<file path="src/rtl/led_frame_loader_if.sv">
// Byte-stream link from the MCU SPI receiver into the LED frame loader.
interface led_frame_loader_if;
  // Handshake: a byte transfers on a rising clk edge where byte_valid and
  // byte_ready are both high. sof is a 1-cycle pulse and needs no ready.
  logic       sof;
  logic       byte_valid;
  logic [7:0] byte_data;
  logic       byte_ready;

  modport master (output sof, output byte_valid, output byte_data, input byte_ready);
  modport slave  (input sof, input byte_valid, input byte_data, output byte_ready);
endinterface

</file>
<file path="src/rtl/led_frame_loader.sv">
// Double-buffered frame assembler: bytes fill a shadow frame, and only a
// complete frame is copied to color_string for led_shifter.
module led_frame_loader #(
  parameter int N_LEDS      = 6,
  parameter int TIMEOUT_CYC = 48000
) (
  input  logic                 clk,
  input  logic                 rst,
  led_frame_loader_if.slave    bus,
  output logic [24*N_LEDS-1:0] color_string,
  output logic                 frame_update,
  output logic                 frame_err,
  output logic                 busy,
  output logic [1:0]           state_dbg
);
  localparam int N_BYTES = 3 * N_LEDS;
  localparam int IDX_W   = $clog2(N_BYTES);
  localparam int CNT_W   = $clog2(TIMEOUT_CYC + 1);
  localparam logic [IDX_W-1:0] LAST_IDX  = IDX_W'(N_BYTES - 1);
  localparam logic [CNT_W-1:0] CNT_LIMIT = CNT_W'(TIMEOUT_CYC - 1);
  localparam logic [CNT_W-1:0] CNT_MAX   = {CNT_W{1'b1}};

  typedef enum logic [1:0] {
    S_IDLE   = 2'd0,
    S_LOAD   = 2'd1,
    S_COMMIT = 2'd2
  } state_t;

  state_t                  state, state_n;
  logic [IDX_W-1:0]        idx, idx_n;
  logic [CNT_W-1:0]        cnt, cnt_n;
  logic [N_BYTES-1:0][7:0] shadow;
  logic                    wr_en, err_n, upd_n, accept;

  assign bus.byte_ready = (state != S_COMMIT);
  assign busy           = (state != S_IDLE);
  assign state_dbg      = state;
  assign accept         = bus.byte_valid & bus.byte_ready;

  always_ff @(posedge clk or posedge rst) begin
    if (rst) begin
      state        <= S_IDLE;
      idx          <= '0;
      cnt          <= '0;
      shadow       <= '0;
      color_string <= '0;
      frame_update <= 1'b0;
      frame_err    <= 1'b0;
    end else begin
      state        <= state_n;
      idx          <= idx_n;
      cnt          <= cnt_n;
      frame_update <= upd_n;
      frame_err    <= err_n;
      // Stream byte k lands in packed slot N_BYTES-1-k, i.e. MSB-first.
      if (wr_en) shadow[LAST_IDX - idx] <= bus.byte_data;
      if (upd_n) color_string <= shadow;
    end
  end

  always_comb begin
    state_n = state;
    idx_n   = idx;
    cnt_n   = cnt;
    wr_en   = 1'b0;
    err_n   = 1'b0;
    upd_n   = 1'b0;
    case (state)
      S_IDLE: begin
        if (bus.sof) begin
          state_n = S_LOAD;
          idx_n   = '0;
          cnt_n   = '0;
        end
      end
      S_LOAD: begin
        // sof outranks a coincident byte, which is dropped.
        if (bus.sof) begin
          idx_n = '0;
          cnt_n = '0;
          err_n = (idx != '0);
        end else if (accept) begin
          wr_en = 1'b1;
          cnt_n = '0;
          if (idx == LAST_IDX) begin
            state_n = S_COMMIT;
            idx_n   = '0;
          end else begin
            idx_n = idx + 1'b1;
          end
        end else if (cnt == CNT_LIMIT) begin
          state_n = S_IDLE;
          cnt_n   = '0;
          err_n   = 1'b1;
        end else if (cnt != CNT_MAX) begin
          cnt_n = cnt + 1'b1;
        end
      end
      S_COMMIT: begin
        state_n = S_IDLE;
        upd_n   = 1'b1;
      end
      default: state_n = S_IDLE;
    endcase
  end
endmodule
</file>
<file path="src/flat_wrapper.sv">
// flat-port wrapper written by rule: the top's interface ports become plain ports
module led_frame_loader_flat 
#(
  parameter int N_LEDS      = 6,
  parameter int TIMEOUT_CYC = 48000
)
  (clk, rst, color_string, frame_update, frame_err, busy, state_dbg, bus_sof, bus_byte_valid, bus_byte_data, bus_byte_ready);
  led_frame_loader_if bus_i ();
  input  logic clk;
  input  logic rst;
  output logic [24*N_LEDS-1:0] color_string;
  output logic frame_update;
  output logic frame_err;
  output logic busy;
  output logic [1:0] state_dbg;
  input wire logic [$bits(bus_i.sof)-1:0] bus_sof;
  input wire logic [$bits(bus_i.byte_valid)-1:0] bus_byte_valid;
  input wire logic [$bits(bus_i.byte_data)-1:0] bus_byte_data;
  output wire logic [$bits(bus_i.byte_ready)-1:0] bus_byte_ready;
  assign bus_i.sof = bus_sof;
  assign bus_i.byte_valid = bus_byte_valid;
  assign bus_i.byte_data = bus_byte_data;
  assign bus_byte_ready = bus_i.byte_ready;
  led_frame_loader #(.N_LEDS(N_LEDS), .TIMEOUT_CYC(TIMEOUT_CYC)) u_core (.clk(clk), .rst(rst), .bus(bus_i), .color_string(color_string), .frame_update(frame_update), .frame_err(frame_err), .busy(busy), .state_dbg(state_dbg));
endmodule
</file>
<file path="config.mk">
export PLATFORM = sky130hd
export DESIGN_NAME = led_frame_loader_flat
export DESIGN_NICKNAME = d
export VERILOG_FILES = /design/src/rtl/led_frame_loader_if.sv /design/src/rtl/led_frame_loader.sv /design/src/flat_wrapper.sv
export SDC_FILE = /design/constraint.sdc
export NUM_CORES = 1
export LEC_CHECK = 0
export BUFFER_PORTS_ARGS = -buffer_cell sky130_fd_sc_hd__buf_2
export CAP_MARGIN = 20
export CORE_MARGIN = 8
export CORE_UTILIZATION = 57
export DETAILED_ROUTE_END_ITERATION = 10
export HOLD_SLACK_MARGIN = 0.03
export PLACE_DENSITY = 0.76
export SLEW_MARGIN = 20
export SYNTH_ARGS = -nofsm -noshare
export SYNTH_HDL_FRONTEND = slang
export SYNTH_SLANG_ARGS = --single-unit
</file>
<file path="constraint.sdc">
create_clock -name clk -period 13.4 [get_ports clk]
set_input_delay 2.68 -clock clk [delete_from_list [all_inputs] [get_ports clk]]
set_output_delay 2.68 -clock clk [all_outputs]
set_load 0.02 [all_outputs]
</file>
After elaboration in Yosys (flattened, before gate mapping)
Cells that the tools add are included.

Register bits: 313. Input port bits: 12. Logic and storage cells: 78.

Add/subtract/negate cells: 3. $lt $le $gt $ge: 2. Equality and inequality tests: 12. Mux-type cells: 28. Bitwise gates (word level): 1. Reductions and logical operators: 8.

Operator list (count): $bwmux W144 (1); $mux W16 (5); $demux W8 S5 (1); $pmux W16 S2 (1); $mux W5 (4); $add A16 B1 Y16 const B (1); $eq A16 B16 Y1 const B (1); $ne A16 B16 Y1 const B (1); $mux W2 (5); $pmux W5 S2 (1); $mux W1 (8); $mux W8 (1); $lt A5 B6 Y1 const B (1); $ne A2 B2 Y1 const B (3); $reduce_and A3 Y1 (2); $add A5 B1 Y5 const B (1); $eq A5 B5 Y1 const B (1); $ge A5 B1 Y1 const B (1); $ne A5 B2 Y1 const B (1); $reduce_bool A5 Y1 (1); $sub A5 B5 Y5 const A (1); $pmux W2 S2 (1); $reduce_and A4 Y1 (1); $reduce_bool A2 Y1 (2); other kinds (8) (8).

Depth between registers and ports, before layout
Word-level depth: 6. Gate-level depth with buffers: 7. Depth with buffers taken out: 7.

Worst setup path after synthesis
Ideal clock, no wire load.

Kind: input to register. Start: input port bus_sof. End: register u_core.shadow[128] in the netlist's numbering. Setup time: 0.125 ns. Arrival time: 4.269 ns. Path slack: 9.007 ns. Cell stages on the path: 5. Buffers on the path: 1. Cells stage by stage: clkbuf_1 -> nor4_2 -> nand2_1 -> nor2_2 -> mux2_2.

Cells in the longest elaborated chain, start to end: 2.

Ends and longest elaborated chain: start: declaration (line flat_wrapper.sv:16) `input wire logic [$bits(bus_i.sof)-1:0] bus_sof;`; $mux W1 (line led_frame_loader.sv:78) `if (bus.sof) begin`; $mux W1 (line led_frame_loader.sv:68) `case (state)`; end signal: indexed assignment (line led_frame_loader.sv:56) `if (wr_en) shadow[LAST_IDX - idx] <= bus.byte_data;`; end: declaration (line led_frame_loader.sv:32) `logic [N_BYTES-1:0][7:0] shadow;`.

No other way between the ends. A chain may end at the register's enable or synchronous reset.

Final worst setup path
Start: register u_core.state[1] (netlist: u_core.state_dbg[1]). End: output port bus_byte_ready.

Cells in the longest elaborated chain, start to end: 1.

Ends and longest elaborated chain: start: declaration (line led_frame_loader.sv:29) `state_t state, state_n;`; start signal: assignment (line led_frame_loader.sv:50) `state <= state_n;`; $ne A2 B2 Y1 (line led_frame_loader.sv:35) `assign bus.byte_ready = (state != S_COMMIT);`; end: declaration (line flat_wrapper.sv:19) `output wire logic [$bits(bus_i.byte_ready)-1:0] bus_byte_ready;`.

No other way between the ends.

==> impl_metrics.yaml <==
status:
  outcome: "finished, final reports clean"
worst_setup_path:
  cp.arrival_ns: 2.29
  critPathMaxFanout: 71
  endpoint_kind: "output pin"
  crit_slowest_cell: "dfrtp_1"
  critPathMaxStageDelay_ns: 0.73
  critPathBufInv: 1
  worstPathRequired_ns: 10.72
  path_class: "reg2out"
  critPathTopFamily: "flip-flops"
  path_cells: "nand2b_4, buf_2"
  critPathLaunchType: "flip-flop"
timing:
  worst_hold_slack_ns: 0.462
  report.final.slew_viol_count: 0
  setup-violations-final: 0
  rsz0062_at_grt: "false"
  relSlewSlack_pct: 36.5
  fmax_mhz: 201
  fin_ws_ns: 8.43
  hold_viol: 0
  worst_slew_pin_slew_ns: 0.953
  fin_setup_tns_ns: 0
  clock_skew_ns: 0.0174
  fin_crit_sh_pct: 37.1
  period_needed_ns: 4.97
logic_synthesis:
  ys_ff_latch: 313
  synth_area_sq_um: 12400
  synth_cell_types: 54
  synth_warnings: 0
  seq_area_frac_synth_pct: 63.0
  synth-edff-count: 0
  post_synth.cell_area_avg_sq_um: 11.1
  synthCells: 1121
  ys.flop_type: "dfrtp_1"
  async_flop_share_pct: 100
  syn-num-nets: 1140
power_and_ir_drop:
  pwr-share-comb_pct: 7.1
  leakagePower_nw: 8.12
  internal-power_mw: 1.63
  switching_share_pct: 22.7
  p_switching_mw: 0.478
  clkPwrFrac_pct: 41.5
  powerDensity_nw_per_um2: 145
  ir_worst_vdd_mv: 0.116
  seq_power_share_pct: 51.5
route:
  drtIter0Drc: 670
  drc: 0
  drt-pass1-iter-count: 5
  via_per_inst: 5.50
  vias: 8631
  routed_wl_um: 28800
  ant_nets: 0
  routedWlPerCell_um: 18.4
grt:
  gr-total-overflow: 0
  grt_usage_pct: 21.9
  grt_pass1_vias: 8859
  grt_max_degree: 161
  grt_pass1_wl_um: 47100
  antenna_found_initial: 1
floorplanning:
  core_area_sq_um: 21600
  die_w_um: 164
  start_util_pct: 57.5
  pin_count: 162
  die-area_sq_um: 26800
  fp.dieH_um: 164
  rows: 54
cells_and_area:
  drive_gt1_share_pct: 29.7
  final_common_cell: "nand2_1"
  area_growth_pct: 16.6
  design_area_sq_um: 14500
  diodes: 0
  layout_common_cells: "nand2_1 (451), dfrtp_1 (313), buf_2 (161)"
  fin_nets: 1283
clocking:
  cts_buffer_depth: 3
  cts_tree: "done"
  clk_latency_ns: 0.57
  h-tree-depth: 1
  cts_setup_buffers: 0
  cts_hold_buffers: 0
  cts_resized: 0
  clk_pin_slew_ns: 0.06
  root_buffer: "clkbuf_16"
  cts_sinks: 313
  cts_buffers: 31
place:
  port_buffers: 161
  place_area_sq_um: 13400
  gp_congestion: 0.895
  hpwl_um: 18300
  pre_cts_ws_ns: 8.69
min_path:
  worst_hold_path_type: "reg2reg"
run:
  cap_violations: 0
-- through the flow --
stage	utilization, %	power (mW)	cells
2_1_floorplan	-	1.20	1121
3_3_place_gp	62.2	1.24	1511
3_5_place_dp	62.2	1.25	1511
4_1_cts	67.0	2.13	1568
5_1_grt	67.1	2.18	1568
6_report	67.1	2.11	1568
-- cells in the mapped netlist, drive strengths merged, types with 5 or more instances --
cell | instances | share of area [%]
nor3 | 5 | 0.20
dfrtp | 313 | 63
nand4 | 9 | 0.55
nand2 | 455 | 14
clkbuf | 41 | 1.2
or2 | 5 | 0.25
nand3 | 11 | 0.60
inv | 10 | 0.30
buf | 13 | 0.47
a31oi | 13 | 0.65
ha | 7 | 0.70
mux2 | 145 | 13
a21oi | 8 | 0.32
nor2 | 22 | 0.70
o21ai | 14 | 0.56
and3 | 8 | 0.40
-- power by group through the flow --
stage          Sequential [mW]  Clock (mW)  Combinational, mW
3_3_place_gp              1.09           0              0.143
3_5_place_dp              1.10           0              0.151
5_1_grt                   1.09       0.924              0.164
2_1_floorplan             1.08           0              0.118
4_1_cts                   1.08       0.890              0.152
6_report                  1.08       0.873              0.149
-- worst paths after layout --
kind | from | end | slack, ns | cells after the start
max reg2reg | u_core.state_dbg[1] | u_core.color_string[31] | 10.07 | 5
min | u_core.shadow[118] | u_core.color_string[118] | 0.46 | 2
min in group asynchronous | rst | u_core.color_string[65] | 2.21 | 2
max | u_core.state_dbg[1] | bus_byte_ready | 8.43 | 2
min reg2reg | u_core.shadow[118] | u_core.color_string[118] | 0.46 | 2
max in group asynchronous | rst | u_core.color_string[59] | 9.83 | 3
-- flip-flops by register name (all words and copies together), names as in the netlist --
name                 flops
u_core.cnt              16
u_core.color_string    144
u_core.frame_err         1
u_core.frame_update      1
u_core.idx               5
u_core.shadow          144
u_core.state_dbg         2
-- layout make-up --
class	count	area, sq um
Timing Repair Buffer	164	841
Sequential cell	313	7830
Clock buffer	53	988
Tap cell	280	350
Inverter	10	52.6
Multi-Input combinational cell	744	4370
Clock inverter	4	66.3
Fill cell	1633	7120
-- tightest hold or removal path, stage by stage (launching register included) --
cell     delay (ns)
dfrtp_1        0.34
nand2_1        0.05
nand2_1        0.05
-- kinds of logic after synthesis --
| group | share of synthesized area [%] |
|---|---|
| AOI/OAI and AO/OA | 3.02 |
| xor gates and xnor gates | 0.282 |
| adders and majority gates | 0.704 |
| buffers and inverters | 2.02 |
| DFF | 63.0 |
| muxes | 13.2 |
| and+or+nand+nor | 17.8 |
-- layer usage --
metal / global-route usage [%] / vias to the layer above / routed length [um]
met5: 0 / - / 10
met4: 5.54 / 2 / 466
met3: 3.36 / 35 / 1710
met2: 35.8 / 235 / 13900
met1: 30.3 / 4386 / 12700
li1: - / 3973 / -
Note: power is estimated with default switching activity, not from simulation.
